$ cat config.mk
export PLATFORM = sky130hd
export DESIGN_NAME = drs_event_parse
export DESIGN_NICKNAME = d
export VERILOG_FILES = /design/src/rtl/drs_event_parse.sv
export SDC_FILE = /design/constraint.sdc
export NUM_CORES = 1
export LEC_CHECK = 0
export BUFFER_PORTS_ARGS = -buffer_cell sky130_fd_sc_hd__buf_4
export CAP_MARGIN = 20
export CORE_MARGIN = 1.5
export CORE_UTILIZATION = 58
export CTS_CLUSTER_DIAMETER = 120
export DETAILED_ROUTE_END_ITERATION = 7
export HOLD_SLACK_MARGIN = 0.02
export PLACE_DENSITY_LB_ADDON = 0.12
export SLEW_MARGIN = 10
export SYNTH_ARGS = -nofsm -noshare
export SYNTH_HDL_FRONTEND = slang
export SYNTH_SLANG_ARGS = --single-unit
export TNS_END_PERCENT = 5
$ cat constraint.sdc
create_clock -name CLK -period 4.4 [get_ports CLK]
set_input_delay 0.44 -clock CLK [delete_from_list [all_inputs] [get_ports CLK]]
set_output_delay 0.44 -clock CLK [all_outputs]
set_load 0.01 [all_outputs]
$ cat src/rtl/drs_event_parse.sv
// DRS event frame parser: byte FIFO -> 4-byte skid buffer -> 16-bit words with SOF/EOF/CH framing.
// Optional build macro DRS_PARSE_SAMPCHK_EN enables the [15:12]==0 sanity check on stop/sample words.
module drs_event_parse (
  input  logic        CLK,
  input  logic        RST,
  input  logic [12:0] READDEPTH,
  input  logic [7:0]  DFIFO_DOUT,
  input  logic        DFIFO_EMPTY,
  input  logic        DFIFO_VALID,
  output logic        DFIFO_RD_EN,
  output logic [15:0] EVT_DATA,
  output logic        EVT_VALID,
  input  logic        EVT_READY,
  output logic        EVT_SOF,
  output logic        EVT_EOF,
  output logic        EVT_CH,
  output logic [9:0]  STOPCELL,
  output logic [1:0]  STOPCH,
  output logic        FLAG_A,
  output logic        FLAG_B,
  output logic        HDR_STROBE,
  output logic        ERR_SYNC,
  output logic [15:0] EVT_COUNT,
  output logic        BUSY
);
  typedef enum logic [1:0] {HUNT = 2'd0, HDR = 2'd1, STOP = 2'd2, SAMP = 2'd3} state_e;

  state_e          state_q, state_d;
  logic [3:0][7:0] skid_q, skid_d, skid_shift;
  logic [2:0]      cnt_q, cnt_d, cnt_keep;
  logic            inflight_q, inflight_d;
  logic [12:0]     limit_q, limit_d;
  logic [13:0]     idx_q, idx_d, last_idx;
  logic [15:0]     evt_data_q, evt_data_d;
  logic            evt_valid_q, evt_valid_d, evt_sof_q, evt_sof_d;
  logic            evt_eof_q, evt_eof_d, evt_ch_q, evt_ch_d;
  logic [9:0]      stopcell_q, stopcell_d;
  logic [1:0]      stopch_q, stopch_d;
  logic            flag_a_q, flag_a_d, flag_b_q, flag_b_d;
  logic            hdr_strobe_q, hdr_strobe_d, err_sync_q, err_sync_d;
  logic [15:0]     evt_count_q, evt_count_d;
  logic [1:0]      pop;
  logic [15:0]     word;
  logic            word_avail, slot_free, is_hdr, word_bad, rd_en, take_hdr;

  // skid_q[0] is the oldest byte; words are formed high byte first
  assign word       = {skid_q[0], skid_q[1]};
  assign word_avail = cnt_q >= 3'd2;
  assign slot_free  = !evt_valid_q || EVT_READY;
  assign is_hdr     = (skid_q[0] == 8'hF0) && (skid_q[1][7:4] == 4'h0);
  assign last_idx   = {limit_q, 1'b0} - 14'd1;
`ifdef DRS_PARSE_SAMPCHK_EN
  assign word_bad   = word[15:12] != 4'h0;
`else
  assign word_bad   = 1'b0;
`endif
  // Reads in flight are reserved so an arriving byte always has a free slot
  assign rd_en = !RST && !DFIFO_EMPTY && (({1'b0, cnt_q} + {3'b000, inflight_q}) < 4'd4);

  always_comb begin
    state_d      = state_q;
    limit_d      = limit_q;
    idx_d        = idx_q;
    evt_data_d   = evt_data_q;
    evt_valid_d  = evt_valid_q;
    evt_sof_d    = evt_sof_q;
    evt_eof_d    = evt_eof_q;
    evt_ch_d     = evt_ch_q;
    stopcell_d   = stopcell_q;
    stopch_d     = stopch_q;
    flag_a_d     = flag_a_q;
    flag_b_d     = flag_b_q;
    evt_count_d  = evt_count_q;
    hdr_strobe_d = 1'b0;
    err_sync_d   = 1'b0;
    pop          = 2'd0;
    take_hdr     = 1'b0;
    inflight_d   = rd_en;
    if (evt_valid_q && EVT_READY) evt_valid_d = 1'b0;

    case (state_q)
      HUNT: if (word_avail) begin
        if (!is_hdr)        pop = 2'd1;
        else if (slot_free) take_hdr = 1'b1;
        else                state_d = HDR;
      end
      HDR: if (slot_free) take_hdr = 1'b1;
      STOP: if (word_avail && slot_free) begin
        pop         = 2'd2;
        evt_valid_d = 1'b1;
        evt_data_d  = word;
        evt_sof_d   = 1'b0;
        evt_ch_d    = 1'b0;
        evt_eof_d   = 1'b0;
        stopcell_d  = word[9:0];
        stopch_d    = word[11:10];
        if (word_bad) begin
          err_sync_d = 1'b1;
          evt_eof_d  = 1'b1;
          state_d    = HUNT;
        end else if (limit_q == 13'd0) begin
          evt_eof_d   = 1'b1;
          evt_count_d = evt_count_q + 16'd1;
          state_d     = HUNT;
        end else begin
          idx_d   = 14'd0;
          state_d = SAMP;
        end
      end
      SAMP: if (word_avail && slot_free) begin
        pop         = 2'd2;
        evt_valid_d = 1'b1;
        evt_data_d  = word;
        evt_sof_d   = 1'b0;
        evt_ch_d    = idx_q >= {1'b0, limit_q};
        evt_eof_d   = idx_q == last_idx;
        idx_d       = idx_q + 14'd1;
        if (word_bad) begin
          err_sync_d = 1'b1;
          evt_eof_d  = 1'b1;
          state_d    = HUNT;
        end else if (idx_q == last_idx) begin
          evt_count_d = evt_count_q + 16'd1;
          state_d     = HUNT;
        end
      end
      default: state_d = HUNT;
    endcase

    if (take_hdr) begin
      pop          = 2'd2;
      evt_valid_d  = 1'b1;
      evt_data_d   = word;
      evt_sof_d    = 1'b1;
      evt_eof_d    = 1'b0;
      evt_ch_d     = 1'b0;
      flag_a_d     = word[0];
      flag_b_d     = word[1];
      limit_d      = READDEPTH;
      hdr_strobe_d = 1'b1;
      state_d      = STOP;
    end

    // Consume first, then append the arriving byte behind what remains
    skid_shift = skid_q >> {pop, 3'b000};
    cnt_keep   = cnt_q - {1'b0, pop};
    skid_d     = skid_shift;
    if (DFIFO_VALID) skid_d[cnt_keep[1:0]] = DFIFO_DOUT;
    cnt_d = cnt_keep + {2'b00, DFIFO_VALID};
  end

  always_ff @(posedge CLK) begin
    if (RST) begin
      state_q      <= HUNT;
      skid_q       <= '0;
      cnt_q        <= 3'd0;
      inflight_q   <= 1'b0;
      limit_q      <= 13'd0;
      idx_q        <= 14'd0;
      evt_data_q   <= 16'd0;
      evt_valid_q  <= 1'b0;
      evt_sof_q    <= 1'b0;
      evt_eof_q    <= 1'b0;
      evt_ch_q     <= 1'b0;
      stopcell_q   <= 10'd0;
      stopch_q     <= 2'd0;
      flag_a_q     <= 1'b0;
      flag_b_q     <= 1'b0;
      hdr_strobe_q <= 1'b0;
      err_sync_q   <= 1'b0;
      evt_count_q  <= 16'd0;
    end else begin
      state_q      <= state_d;
      skid_q       <= skid_d;
      cnt_q        <= cnt_d;
      inflight_q   <= inflight_d;
      limit_q      <= limit_d;
      idx_q        <= idx_d;
      evt_data_q   <= evt_data_d;
      evt_valid_q  <= evt_valid_d;
      evt_sof_q    <= evt_sof_d;
      evt_eof_q    <= evt_eof_d;
      evt_ch_q     <= evt_ch_d;
      stopcell_q   <= stopcell_d;
      stopch_q     <= stopch_d;
      flag_a_q     <= flag_a_d;
      flag_b_q     <= flag_b_d;
      hdr_strobe_q <= hdr_strobe_d;
      err_sync_q   <= err_sync_d;
      evt_count_q  <= evt_count_d;
    end
  end

  assign DFIFO_RD_EN = rd_en;
  assign EVT_DATA    = evt_data_q;
  assign EVT_VALID   = evt_valid_q;
  assign EVT_SOF     = evt_sof_q;
  assign EVT_EOF     = evt_eof_q;
  assign EVT_CH      = evt_ch_q;
  assign STOPCELL    = stopcell_q;
  assign STOPCH      = stopch_q;
  assign FLAG_A      = flag_a_q;
  assign FLAG_B      = flag_b_q;
  assign HDR_STROBE  = hdr_strobe_q;
  assign ERR_SYNC    = err_sync_q;
  assign EVT_COUNT   = evt_count_q;
  assign BUSY        = (state_q != HUNT) || evt_valid_q;
endmodule

# After elaboration in Yosys (flattened, before gate mapping)
# Cells that the tools add are included.
# Widths: inputs -> output; s select.
# classes
n_eq_ne	19
shifts	1
order_cmp	5
n_addsub	6
n_reduce_logical	29
mux	48
# ops
cell	count
$mux 16	7
$mux 14	3
$bwmux 32	1
$mux 32	1
$pmux 16 s2	1
$shr 32x5->32	1
$pmux 14 s2	1
$mux 2	10
$ne 3x3->1 const B	6
$mux 1	17
$add 16x1->16 const B	1
$demux 8 s2	1
$ne 2x2->1 const B	8
$add 14x1->14 const B	1
$eq 14x14->1	1
$ge 14x13->1	1
$reduce_and 7->1	2
$sub 14x1->14 const B	1
$logic_not 13->1	1
$eq 8x8->1 const B	1
$mux 8	1
$reduce_bool 2->1	4
$logic_and 1x1->1	6
$pmux 1 s2	3
other kinds (22)	28
# totals
in_bits	26
elab_cells	129
output_inout_bits	54
regBits	116

# Logic depth before layout (Yosys ltp)
# Gate-level depths: netlist (run 1).
# depth
word_depth	14
ltp_mapped	16
mapped_depth_nobuf	14

# Worst setup path before layout (run 1)
# No wires, ideal clock.
# synth_path
path_type	register -> register
startpoint	reg state_q[0]
endpoint	reg skid_q[16] (netlist bit)
slack_ns	0.684
stages_incl_launch_ff	17
setup_ns	0.065
t_arrival_ns	3.650
required_ns	4.335
period_less_slack_ns	3.716
path_buffers	3
cell_sequence	dfxtp_1 inv_1 ha_1 o21a_1 a41o_1 and2_1 clkbuf_1 nor2_1 clkinv_1 clkbuf_1 fa_1 inv_1 and3_1 clkbuf_1 nor2_1 a22oi_1 nor2_1
# synth_via
elab_chain_len	11
elab_cells_between_ends	17
classes_between	add/sub (1); order compare (2); eq/ne (3); shift (1); mux (7); reduce/logical (3)
# synth_lines
element	line_no	source
start, declared	28	state_e state_q, state_d;
start signal, assigned	173	state_q <= state_d;
$eq 2x2->1	81	case (state_q)
$reduce_or 2->1 (no line)	n/a	
$pmux 2 s2	81	
$mux 2 *	130	if (take_hdr) begin
$sub 3x2->3	146	cnt_keep = cnt_q - {1'b0, pop};
$lt 2x3->1 (implied by the code) or $ge 2x1->1 (tied branches)	148	if (DFIFO_VALID) skid_d[cnt_keep[1:0]] = DFIFO_DOUT;
$logic_and 1x1->1 (implied by the code)	148	
$mux 8 (implied by the code)	148	
$demux 8 s2	148	
$bwmux 32	148	
$mux 32 *	148	
end signal, assigned	174	skid_q <= skid_d;
end, declared	29	logic [3:0][7:0] skid_q, skid_d, skid_shift;
# Mark *: on every way between the ends. The rest lies on a longest branch, timed or not.
# A chain may end at the register's enable or synchronous reset.

# Worst setup path in the final report (run 1)
# layout_path
startpoint	reg state_q[0]
endpoint	reg skid_q[21] (netlist bit)
# The elaborated chain is that of the path after synthesis.

==> metrics.md, run 1 <==
| Metric | Value |
|---|---|
| Crit path time final | 3.94 ns |
| Row Count | 37 |
| ANT cells | 0 |
| Total setup buffers inserted after CTS | 0 |
| Max-Cap Viols | 0 |
| Register area share after synthesis | 0.383 |
| Total CTS buffers | 17 |
| Setup CP Type | reg2reg |
| Peak Freq | 254 MHz |
| WHS Path Cells | 2 |
| Avg Cell Area, Syn | 8.13 µm² |
| Final setup margin | 0.463 ns |
| Rel. slew slack | 0.438 |
| TNS Setup | 0 ns |
| Post-CTS resize count | 0 |
| H-tree depth | 4 |
| RSZ-0062 raised after global routing | no |
| Final wirelength | 16800 µm |
| Crit end category | register |
| Ys Warns | 0 |
| Die Height | 105 µm |
| Worst Path Buf+Inv | 5 |
| Cell count after synthesis | 746 |
| ANT nets after route | 0 |
| Gpl congestion | 0.876 |
| Prevailing post-synth register cell | dfxtp_1 |
| Yosys top cell by area | dfxtp_1 |
| DP Area | 6710 µm² |
| Full die area | 11100 µm² |
| Layout cell share with drive strength beyond 1 | 0.165 |
| Max-slew violations | 0 |
| DRT Pass-1 Iters | 7 |
| Nets | 861 |
| Family with the most delay on the worst path | simple AND/OR/NAND/NOR gates |
| # setup viols final | 0 |
| Top post-synthesis cells by count | dfxtp_1 (116), nand2_1 (99), nor2_1 (83) |
| Largest cells by area after synthesis | dfxtp_1 (38%), nand2_1 (6.1%), a21oi_1 (5.4%) |
| DP Wirelength | 11500 µm |
| FF+latch count, synth | 116 |
| Mapped Area | 6070 µm² |
| CP max stage delay | 0.56 ns |
| Clock transition at path regs | 0.06 ns |
| First-pass GRT wire length | 27800 µm |
| Largest net degree at the start of global routing | 78 |
| P&R area growth vs syn | 20.4% |
| Via count | 5813 |
| Hold crit path type | in2reg |
| Most used cell, CP | nor2_1 |
| Max clock buf depth | 2 |
| Reg2Reg Capture Point | skid_q[21] |
| Flop-to-flop setup slack | 0.46 ns |
| Initial antenna violation count | 0 |
| Area of the core | 10200 µm² |
| Worst skew pair latency | 0.53 ns |
| Num ports | 80 |
| Crit path DAT | 4.40 ns |
| Origin of the worst setup path | state_q[0] |
| Design Power | 0.00331 W |
| WL per Instance | 17.5 µm |
| Max IR drop VDD | 367 µV |
| Synth Net Count | 798 |
| Clk_skew | 0.00728 ns |
| Hold Path Sink | inflight_q |
| # hold bufs at CTS | 0 |
| Remaining routing DRC violations | 2 |
| Total track usage | 0.315 |
| Slowest CP cell | fa_1 |
| Worst setup SP type | register |
| Vias in the first global route | 5699 |
| Worst hold start | DFIFO_EMPTY |
| Initial Util | 0.593 |
| DRT iter0 DRCs | 342 |
| R2R Path Start | state_q[0] |
| Cell variety after synth | 60 |
| Least-Margin Pin Slew | 0.838 ns |
| Tcrit/Tclk final | 0.895 |
| Die W | 105 µm |
| CP cell instances | inv_1 > ha_1 > nor2_1 > or3_1 > nor2_1 > nor2_1 > buf_4 > clkinv_1 > buf_4 > fa_1 > inv_1 > and3_1 > nor2_1 > a22oi_1 > nor2_1 |
| Post-route cell area | 7310 µm² |
| Pre-CTS WS | 0.610 ns |
| Port Buffers | 78 |
| Via density | 6.07 |
| CP Max Fanout | 19 |
| PD cells | 454 nW/µm² |
| Failing checks | DRC |
| Gr ovfl total | 0 |
| CTS tree | built |
| R2R cell count | 15 |
| Final hold violations | 0 |
| Most frequent cell after synthesis | dfxtp_1 |
| Required time of the worst setup path | 4.86 ns |
| Post-synth top area share | 0.383 |
| Post-synth ARST share | 0 |
| CTS Root Buffer Type | clkbuf_8 |
| CTS sink count | 116 |
| Status | finished, violations left |
| Post-synth EDFFs | 0 |
| Leakage power | 2.91 nW |
==> where the power goes <==
| group | switching, W | internal, W |
|---|---|---|
| sequential | 0.000140 | 0.00116 |
| clock | 0.000505 | 0.000893 |
| combinational | 0.000366 | 0.000251 |
==> area by class of cell <==
cell class | instances | area [µm²]
clock inverters | 12 | 153
flip-flops and latches | 116 | 2320
repair buffers | 86 | 646
multi-input cells | 556 | 3450
inverters | 32 | 120
fillers | 828 | 2930
well taps | 136 | 170
clock buffers | 20 | 445
==> cell usage in the layout (no fill, tap or decap), types with 16 or more instances in the layout <==
cell / count
nor2_1: 83
a311oi_1: 16
dfxtp_1: 116
ha_1: 25
a21oi_1: 66
buf_4: 86
nand3_1: 46
nand2_1: 99
o221ai_1: 17
inv_1: 30
nor2b_1: 17
clkbuf_16: 16
==> cells by family (layout without fill, tap and decap cells) <==
kind of cell	after synthesis	after routing	share of synthesized area
and+or+nand+nor	318	318	0.252
buffers and inverters	74	150	0.0485
DFF	116	116	0.383
muxes	24	24	0.0427
adders and majority gates	26	26	0.0549
other	1	1	0.000618
AOI/OAI and AO/OA	158	158	0.177
xor gates and xnor gates	29	29	0.0419
==> worst register-to-register path: cells and delay by family (launching register included) <==
family / cells / cell delay [ns]
AND/OR/NAND/NOR: 7 / 1.67
flip-flops: 1 / 0.41
buffers and inverters: 5 / 0.74
adder cells (fa/ha/maj): 2 / 0.91
AO/OA/AOI/OAI: 1 / 0.15
==> routing by layer <==
| layer | part of all wire | track usage | up-vias |
|---|---|---|---|
| li1 | - | - | 2802 |
| met1 | 0.41 | 0.370 | 2793 |
| met2 | 0.50 | 0.549 | 165 |
| met3 | 0.044 | 0.0631 | 53 |
| met4 | 0.039 | 0.151 | 0 |
| met5 | 0 | 0 | - |
==> how the worst max path moves through the flow <==
stage / endpoint / slack [ns] / depth (start not counted)
floorplan: skid_q[16] / 0.68 / 16
global placement: skid_q[22] / 0.77 / 16
detailed placement: skid_q[21] / 0.61 / 15
CTS: skid_q[21] / 0.57 / 15
global route: skid_q[21] / 0.17 / 15
finish: skid_q[21] / 0.46 / 15
==> flip-flops by register name (all words and copies together) (netlist names) <==
name and cells:
HDR_STROBE 1, STOPCH 2, limit_q 13, state_q 2
cnt_q 3, EVT_VALID 1, EVT_EOF 1, EVT_SOF 1
STOPCELL 10, EVT_CH 1, FLAG_B 1, EVT_COUNT 16
EVT_DATA 16, FLAG_A 1, skid_q 32, idx_q 14
inflight_q 1
==> metrics by stage <==
step / util / hold slack, ns / instances
global placement: 0.656 / 0.444 / 926
floorplan: - / 0.444 / 746
detailed placement: 0.656 / 0.446 / 926
finish: 0.714 / 0.0830 / 958
global route: 0.714 / 0.0868 / 958
CTS: 0.714 / 0.0765 / 958
(Power assumes the default switching activity.)
==> run 2: changes to the inputs <==
--- a/config.mk
+++ b/config.mk
@@ -5,7 +5,7 @@
 export SDC_FILE = /design/constraint.sdc
 export NUM_CORES = 1
 export LEC_CHECK = 0
-export BUFFER_PORTS_ARGS = -buffer_cell sky130_fd_sc_hd__buf_4
+export BUFFER_PORTS_ARGS = -buffer_cell sky130_fd_sc_hd__buf_2
 export CAP_MARGIN = 20
 export CORE_MARGIN = 1.5
 export CORE_UTILIZATION = 58
==> metrics.md, run 2 (same netlist as run 1, synthesis figures left out) <==
| Metric | Value |
|---|---|
| Required time of the worst setup path | 4.86 ns (about the same) |
| Status | complete, no violations |
| Clock transition at path regs | 0.06 ns (about the same) |
| Total CTS buffers | 17 (unchanged) |
| Most common cell after layout, fill and taps aside | dfxtp_1 |
| Fillers | 841 (+1.6%) |
| Port Buffers | 78 (unchanged) |
| Gr ovfl total | 0 (unchanged) |
| Max-slew violations | 0 (unchanged) |
| Multi-input logic area | 3450 µm² (unchanged) |
| DP Wirelength | 11700 µm (+1.3%) |
| Area of the core | 10200 µm² (unchanged) |
| Reg2Reg Capture Point | skid_q[16] |
| Worst hold start | DFIFO_EMPTY |
| Crit path DAT | 4.26 ns (-0.14 ns) |
| Layout cell share with drive strength beyond 1 | 0.164 (-0.00122) |
| Largest register FFs | 32 (unchanged) |
| Setup CP Type | reg2reg |
| DRT iter0 DRCs | 384 (+12%) |
| Crit path time final | 3.80 ns (-0.137 ns) |
| Full die area | 11100 µm² (unchanged) |
| CP Max Fanout | 19 (unchanged) |
| GR peak layer | met2 |
| DRT Pass-1 Iters | 7 (unchanged) |
| Hold crit path type | in2reg |
| Crit end category | register |
| CTS sink count | 116 (unchanged) |
| Met3 Usage GRT | 0.0686 (+0.00557) |
| P&R area growth vs syn | 16.9% |
| Worst skew pair latency | 0.53 ns (about the same) |
| Max-Cap Viols | 0 (unchanged) |
| Hold slack | 0.102 ns (+0.0191 ns) |
| Rel. slew slack | 0.441 (+0.00271) |
| Total setup buffers inserted after CTS | 0 (unchanged) |
| Core Util, Final | 0.693 (-0.0212) |
| Num ports | 80 (unchanged) |
| Clk_skew | 0.00613 ns (-0.00114 ns) |
| Post-CTS resize count | 0 (unchanged) |
| Max IR drop VDD | 407 µV (+11%) |
| Peak Freq | 263 MHz (+3.6%) |
| Biggest register | skid_q |
| Tcrit/Tclk final | 0.864 (-0.0312) |
| RSZ-0062 raised after global routing | no |
| R2R cell count | 16 (+1) |
| Remaining routing DRC violations | 0 (-2) |
| Flop-to-flop setup slack | 0.60 ns (+0.14 ns) |
| CTS tree | built |
| Die Height | 105 µm (unchanged) |
| R2R Path Start | state_q[0] |
| Commonest cells after routing, fill and taps aside | dfxtp_1 (116), nand2_1 (99), nor2_1 (83) |
| WHS Path Cells | 2 (unchanged) |
| # hold bufs at CTS | 0 (unchanged) |
| Total track usage | 0.304 (-0.0111) |
| First-pass GRT wire length | 26600 µm (-4.2%) |
| # setup viols final | 0 (unchanged) |
| Design Power | 0.00321 W (-3.0%) |
| ANT cells | 0 (unchanged) |
| Leakage power | 2.88 nW (-0.97%) |
| ANT nets after route | 0 (unchanged) |
| H-tree depth | 4 (unchanged) |
| Reg area | 2320 µm² (unchanged) |
| Via density | 6.00 (-1.2%) |
| Nets | 862 (+0.12%) |
| Die W | 105 µm (unchanged) |
| Vias in the first global route | 5490 (-3.7%) |
| Gpl congestion | 0.898 (+2.5%) |
| Final wirelength | 16500 µm (-1.9%) |
| Hold Path Sink | inflight_q |
| Largest net degree at the start of global routing | 68 (-13%) |
| Row Count | 37 (unchanged) |
| Final hold violations | 0 (unchanged) |
| Max clock buf depth | 2 (unchanged) |
| Initial Util | 0.593 (unchanged) |
| Via count | 5745 (-1.2%) |
| M1 GR Usage | 0.353 (-0.0173) |
| Initial antenna violation count | 0 (unchanged) |
| CTS Root Buffer Type | clkbuf_8 |
| PD cells | 453 nW/µm² (about the same) |
| WL per Instance | 17.2 µm (-1.9%) |
| Worst setup SP type | register |
| Least-Margin Pin Slew | 0.834 ns (-0.00405 ns) |
| Met2 Track Usage GR | 0.542 (-0.00654) |
| TNS Setup | 0 ns (unchanged) |
## run 2: changes by cell type in the layout (fill, tap and decap cells not counted)
| cell | before | now |
|---|---|---|
| clkbuf_1 | 1 | 2 |
| clkinv_4 | 2 | 1 |
| inv_6 | 2 | 0 |
| buf_4 | 86 | 10 |
| clkinvlp_4 | 1 | 2 |
| buf_2 | 0 | 77 |
| bufinv_16 | 3 | 2 |
| clkbuf_8 | 3 | 4 |
## run 2: cell type report
class,count,area share
multi-input cells,556,0.487
flip-flops and latches,116,0.328
clock buffers,22,0.0653
repair buffers,87,0.0649
well taps,136,0.0240
inverters,32,0.0169
clock inverters,9,0.0146
## run 2: power by group
group | internal [W] | switching [W]
logic | 0.000243 | 0.000358
clock network | 0.000843 | 0.000474
registers | 0.00116 | 0.000137
## run 2: worst max path at each step
stage / from / endpoint / slack [ns] / cells after the start
6_report: state_q[0] / skid_q[16] / 0.60 / 16
5_1_grt: state_q[0] / skid_q[23] / 0.34 / 16
2_1_floorplan: state_q[0] / skid_q[16] / 0.68 / 16
3_5_place_dp: state_q[0] / skid_q[17] / 0.70 / 16
3_3_place_gp: state_q[0] / skid_q[18] / 0.81 / 16
4_1_cts: state_q[0] / skid_q[16] / 0.66 / 16
## run 2: per-layer routing
metal / vias to the layer above / wire length [µm]
li1: 2800 / -
met1: 2698 / 6710
met2: 200 / 8400
met3: 47 / 897
met4: 0 / 439
met5: - / 0
## run 2: worst max-delay path, cell delays in order, from the launching register on
cell	delay, ns
dfxtp_1	0.40
inv_1	0.09
ha_1	0.28
o21a_1	0.14
a41o_1	0.24
and2_1	0.15
buf_4	0.19
nor2_1	0.12
buf_4	0.22
clkinv_1	0.08
buf_4	0.20
fa_1	0.56
inv_1	0.09
and3_1	0.28
nor2_1	0.42
a22oi_1	0.15
nor2_1	0.11
## run 2: per-stage QoR
stage / std cells / area [µm²] / setup WS (ns)
finish: 958 / 7090 / 0.600
global route: 958 / 7090 / 0.337
CTS: 958 / 7090 / 0.655
detailed placement: 927 / 6520 / 0.704
global placement: 927 / 6520 / 0.814
floorplan: 746 / 6070 / 0.684
==> run 3: changes to the inputs <==
--- a/config.mk
+++ b/config.mk
@@ -5,12 +5,12 @@
 export SDC_FILE = /design/constraint.sdc
 export NUM_CORES = 1
 export LEC_CHECK = 0
-export BUFFER_PORTS_ARGS = -buffer_cell sky130_fd_sc_hd__buf_2
 export CAP_MARGIN = 20
-export CORE_MARGIN = 1.5
-export CORE_UTILIZATION = 58
+export CORE_MARGIN = 2
+export CORE_UTILIZATION = 64
 export CTS_CLUSTER_DIAMETER = 120
 export DETAILED_ROUTE_END_ITERATION = 7
+export DONT_BUFFER_PORTS = 1
 export HOLD_SLACK_MARGIN = 0.02
 export PLACE_DENSITY_LB_ADDON = 0.12
 export SLEW_MARGIN = 10
==> metrics.md, run 3 (same netlist as run 1, synthesis figures left out) <==
| Metric | Value |
|---|---|
| Die Height | 101 µm (-3.7%) |
| WL per Instance | 18.7 µm (+9.1%) |
| Initial Util | 0.660 (+0.0667) |
| ANT nets after route | 0 (unchanged) |
| Largest register FFs | 32 (unchanged) |
| Leakage power | 2.52 nW (-13%) |
| Least-Margin Pin Slew | 0.817 ns (-0.0173 ns) |
| # setup viols final | 0 (unchanged) |
| Post-CTS resize count | 0 (unchanged) |
| Initial antenna violation count | 0 (unchanged) |
| Worst hold start | DFIFO_DOUT[1] |
| Via density | 6.45 (+7.6%) |
| Int Pwr | 0.00228 W (+1.4%) |
| Die W | 101 µm (-3.7%) |
| TNS Setup | 0 ns (unchanged) |
| Switching part of the total | 0.311 (+0.00962) |
| Gr ovfl total | 0 (unchanged) |
| Final setup margin | 0.666 ns (+0.0659 ns) |
| Port Buffers | 0 (-100%) |
| CTS tree | built |
| Total track usage | 0.317 (+0.0129) |
| Clk_skew | 0.00792 ns (+0.00179 ns) |
| Remaining routing DRC violations | 0 (unchanged) |
| Vias in the first global route | 5332 (-2.9%) |
| Biggest register | skid_q |
| Max IR drop VDD | 349 µV (-14%) |
| Max clock buf depth | 2 (unchanged) |
| Worst skew pair latency | 0.53 ns (about the same) |
| Commonest cells after routing, fill and taps aside | dfxtp_1 (116), nand2_1 (99), nor2_1 (83) |
| ANT cells | 0 (unchanged) |
| DRT iter0 DRCs | 347 (-9.6%) |
| Gpl congestion | 0.916 (+2.0%) |
| DP Wirelength | 11000 µm (-6.2%) |
| Rel. slew slack | 0.452 (+0.0116) |
| Via count | 5521 (-3.9%) |
| CTS sink count | 116 (unchanged) |
| Flop-to-flop setup slack | 0.67 ns (+0.07 ns) |
| Area of the core | 9200 µm² (-10%) |
| WHS Path Cells | 2 (unchanged) |
| Switching pwr | 0.00103 W (+6.1%) |
| Fin cells | 856 (-11%) |
| Most common cell after layout, fill and taps aside | dfxtp_1 |
| Required time of the worst setup path | 4.86 ns (about the same) |
| Max-slew violations | 0 (unchanged) |
| Nets | 784 (-9.0%) |
| Reg2Reg Capture Point | skid_q[18] |
| Crit path DAT | 4.20 ns (-0.06 ns) |
| First-pass GRT wire length | 25700 µm (-3.5%) |
| Largest net degree at the start of global routing | 95 (+40%) |
| Crit path time final | 3.73 ns (-0.0659 ns) |
| Placed cell count | 822 (-11%) |
| Peak Freq | 268 MHz (+1.8%) |
| RSZ-0062 raised after global routing | no |
| Status | complete, no violations |
| Final wirelength | 16000 µm (-2.5%) |
| Final hold violations | 0 (unchanged) |
| CTS Root Buffer Type | clkbuf_8 |
| Hold Path Sink | skid_q[25] |
| R2R cell count | 14 (-2) |
| Full die area | 10300 µm² (-7.3%) |
| CP Max Fanout | 19 (unchanged) |
| H-tree depth | 4 (unchanged) |
| Hold crit path type | in2reg |
| Crit end category | register |
| Pre-CTS WS | 0.813 ns (+0.109 ns) |
| Setup CP Type | reg2reg |
| R2R Path Start | state_q[0] |
| Max-Cap Viols | 0 (unchanged) |
| Worst setup SP type | register |
| Tcrit/Tclk final | 0.849 (-0.0150) |
| Hold slack | 0.0356 ns (-0.0665 ns) |
| Clock power share | 0.433 (+0.023) |
| PD cells | 491 nW/µm² (+8.3%) |
| DRT Pass-1 Iters | 7 (unchanged) |
| Layout cell share with drive strength beyond 1 | 0.0792 (-0.0850) |
| P&R area growth vs syn | 11.0% |
| Row Count | 35 (-5.4%) |
| Num ports | 80 (unchanged) |
| Total CTS buffers | 17 (unchanged) |
| Comb power frac | 0.177 (-0.010) |
| Clock transition at path regs | 0.06 ns (about the same) |
| Seq pwr share | 0.391 (-0.012) |
[run 3: cell types whose count changed in the layout (fill, tap and decap cells not counted), sizes merged]
cell | previous run | this run
buf | 87 | 8
bufinv | 2 | 3
clkbuf | 22 | 17
clkinvlp | 2 | 1
dlygate4sd3 | 0 | 1
inv | 30 | 36
[run 3: how the worst max path moves through the flow]
stage | startpoint | end | slack, ns | cells after the start
final | state_q[0] | skid_q[18] | 0.67 | 14
after floorplan | state_q[0] | skid_q[16] | 0.68 | 16
after global routing | state_q[0] | skid_q[16] | 0.34 | 14
after CTS | state_q[0] | skid_q[18] | 0.75 | 14
after global placement | state_q[0] | skid_q[20] | 0.96 | 15
after detailed placement | state_q[0] | skid_q[22] | 0.81 | 14
[run 3: routing by layer]
| layer | track usage | vias up | part of all wire |
|---|---|---|---|
| met5 | 0 | - | 0 |
| met4 | 0.133 | 0 | 0.027 |
| met3 | 0.0690 | 46 | 0.055 |
| met2 | 0.565 | 189 | 0.51 |
| met1 | 0.366 | 2644 | 0.41 |
| li1 | - | 2642 | - |
[run 3: repair_timing]
action	in CTS	in global routing
hold buffers	2	0
buffers inserted	0	0
endpoints found under the setup margin	0	0
endpoints found under the hold margin	94	0
[run 3: critical path: stages, from the launching register on]
cell      delay [ns]
dfxtp_1         0.42
inv_1           0.10
ha_1            0.35
nor2_1          0.27
or3_1           0.40
nor2_1          0.07
nor2_1          0.15
clkinv_1        0.08
buf_4           0.20
fa_1            0.57
inv_1           0.09
and3_1          0.28
nor2_1          0.43
a22oi_1         0.15
nor2_1          0.12
[run 3: power groups by stage]
stage	Sequential [W]	Combinational [W]	Clock, W
2_1_floorplan	0.00125	0.000470	0
3_3_place_gp	0.00131	0.000533	0
3_5_place_dp	0.00131	0.000552	0
4_1_cts	0.00129	0.000578	0.00143
5_1_grt	0.00130	0.000651	0.00148
6_report	0.00129	0.000584	0.00143
[run 3: final cells by class]
class | instances | area, µm²
well taps | 111 | 139
flip-flops and latches | 116 | 2320
clock inverters | 15 | 195
inverters | 32 | 120
multi-input cells | 556 | 3450
clock buffers | 17 | 414
repair buffers | 9 | 90.1
fillers | 722 | 2470
[run 3: per-stage QoR]
step	cell area (µm²)	util	total power (W)
2_1_floorplan	6070	-	0.00172
3_3_place_gp	6080	0.661	0.00184
3_5_place_dp	6080	0.661	0.00186
4_1_cts	6730	0.732	0.00330
5_1_grt	6730	0.732	0.00343
6_report	6730	0.732	0.00331
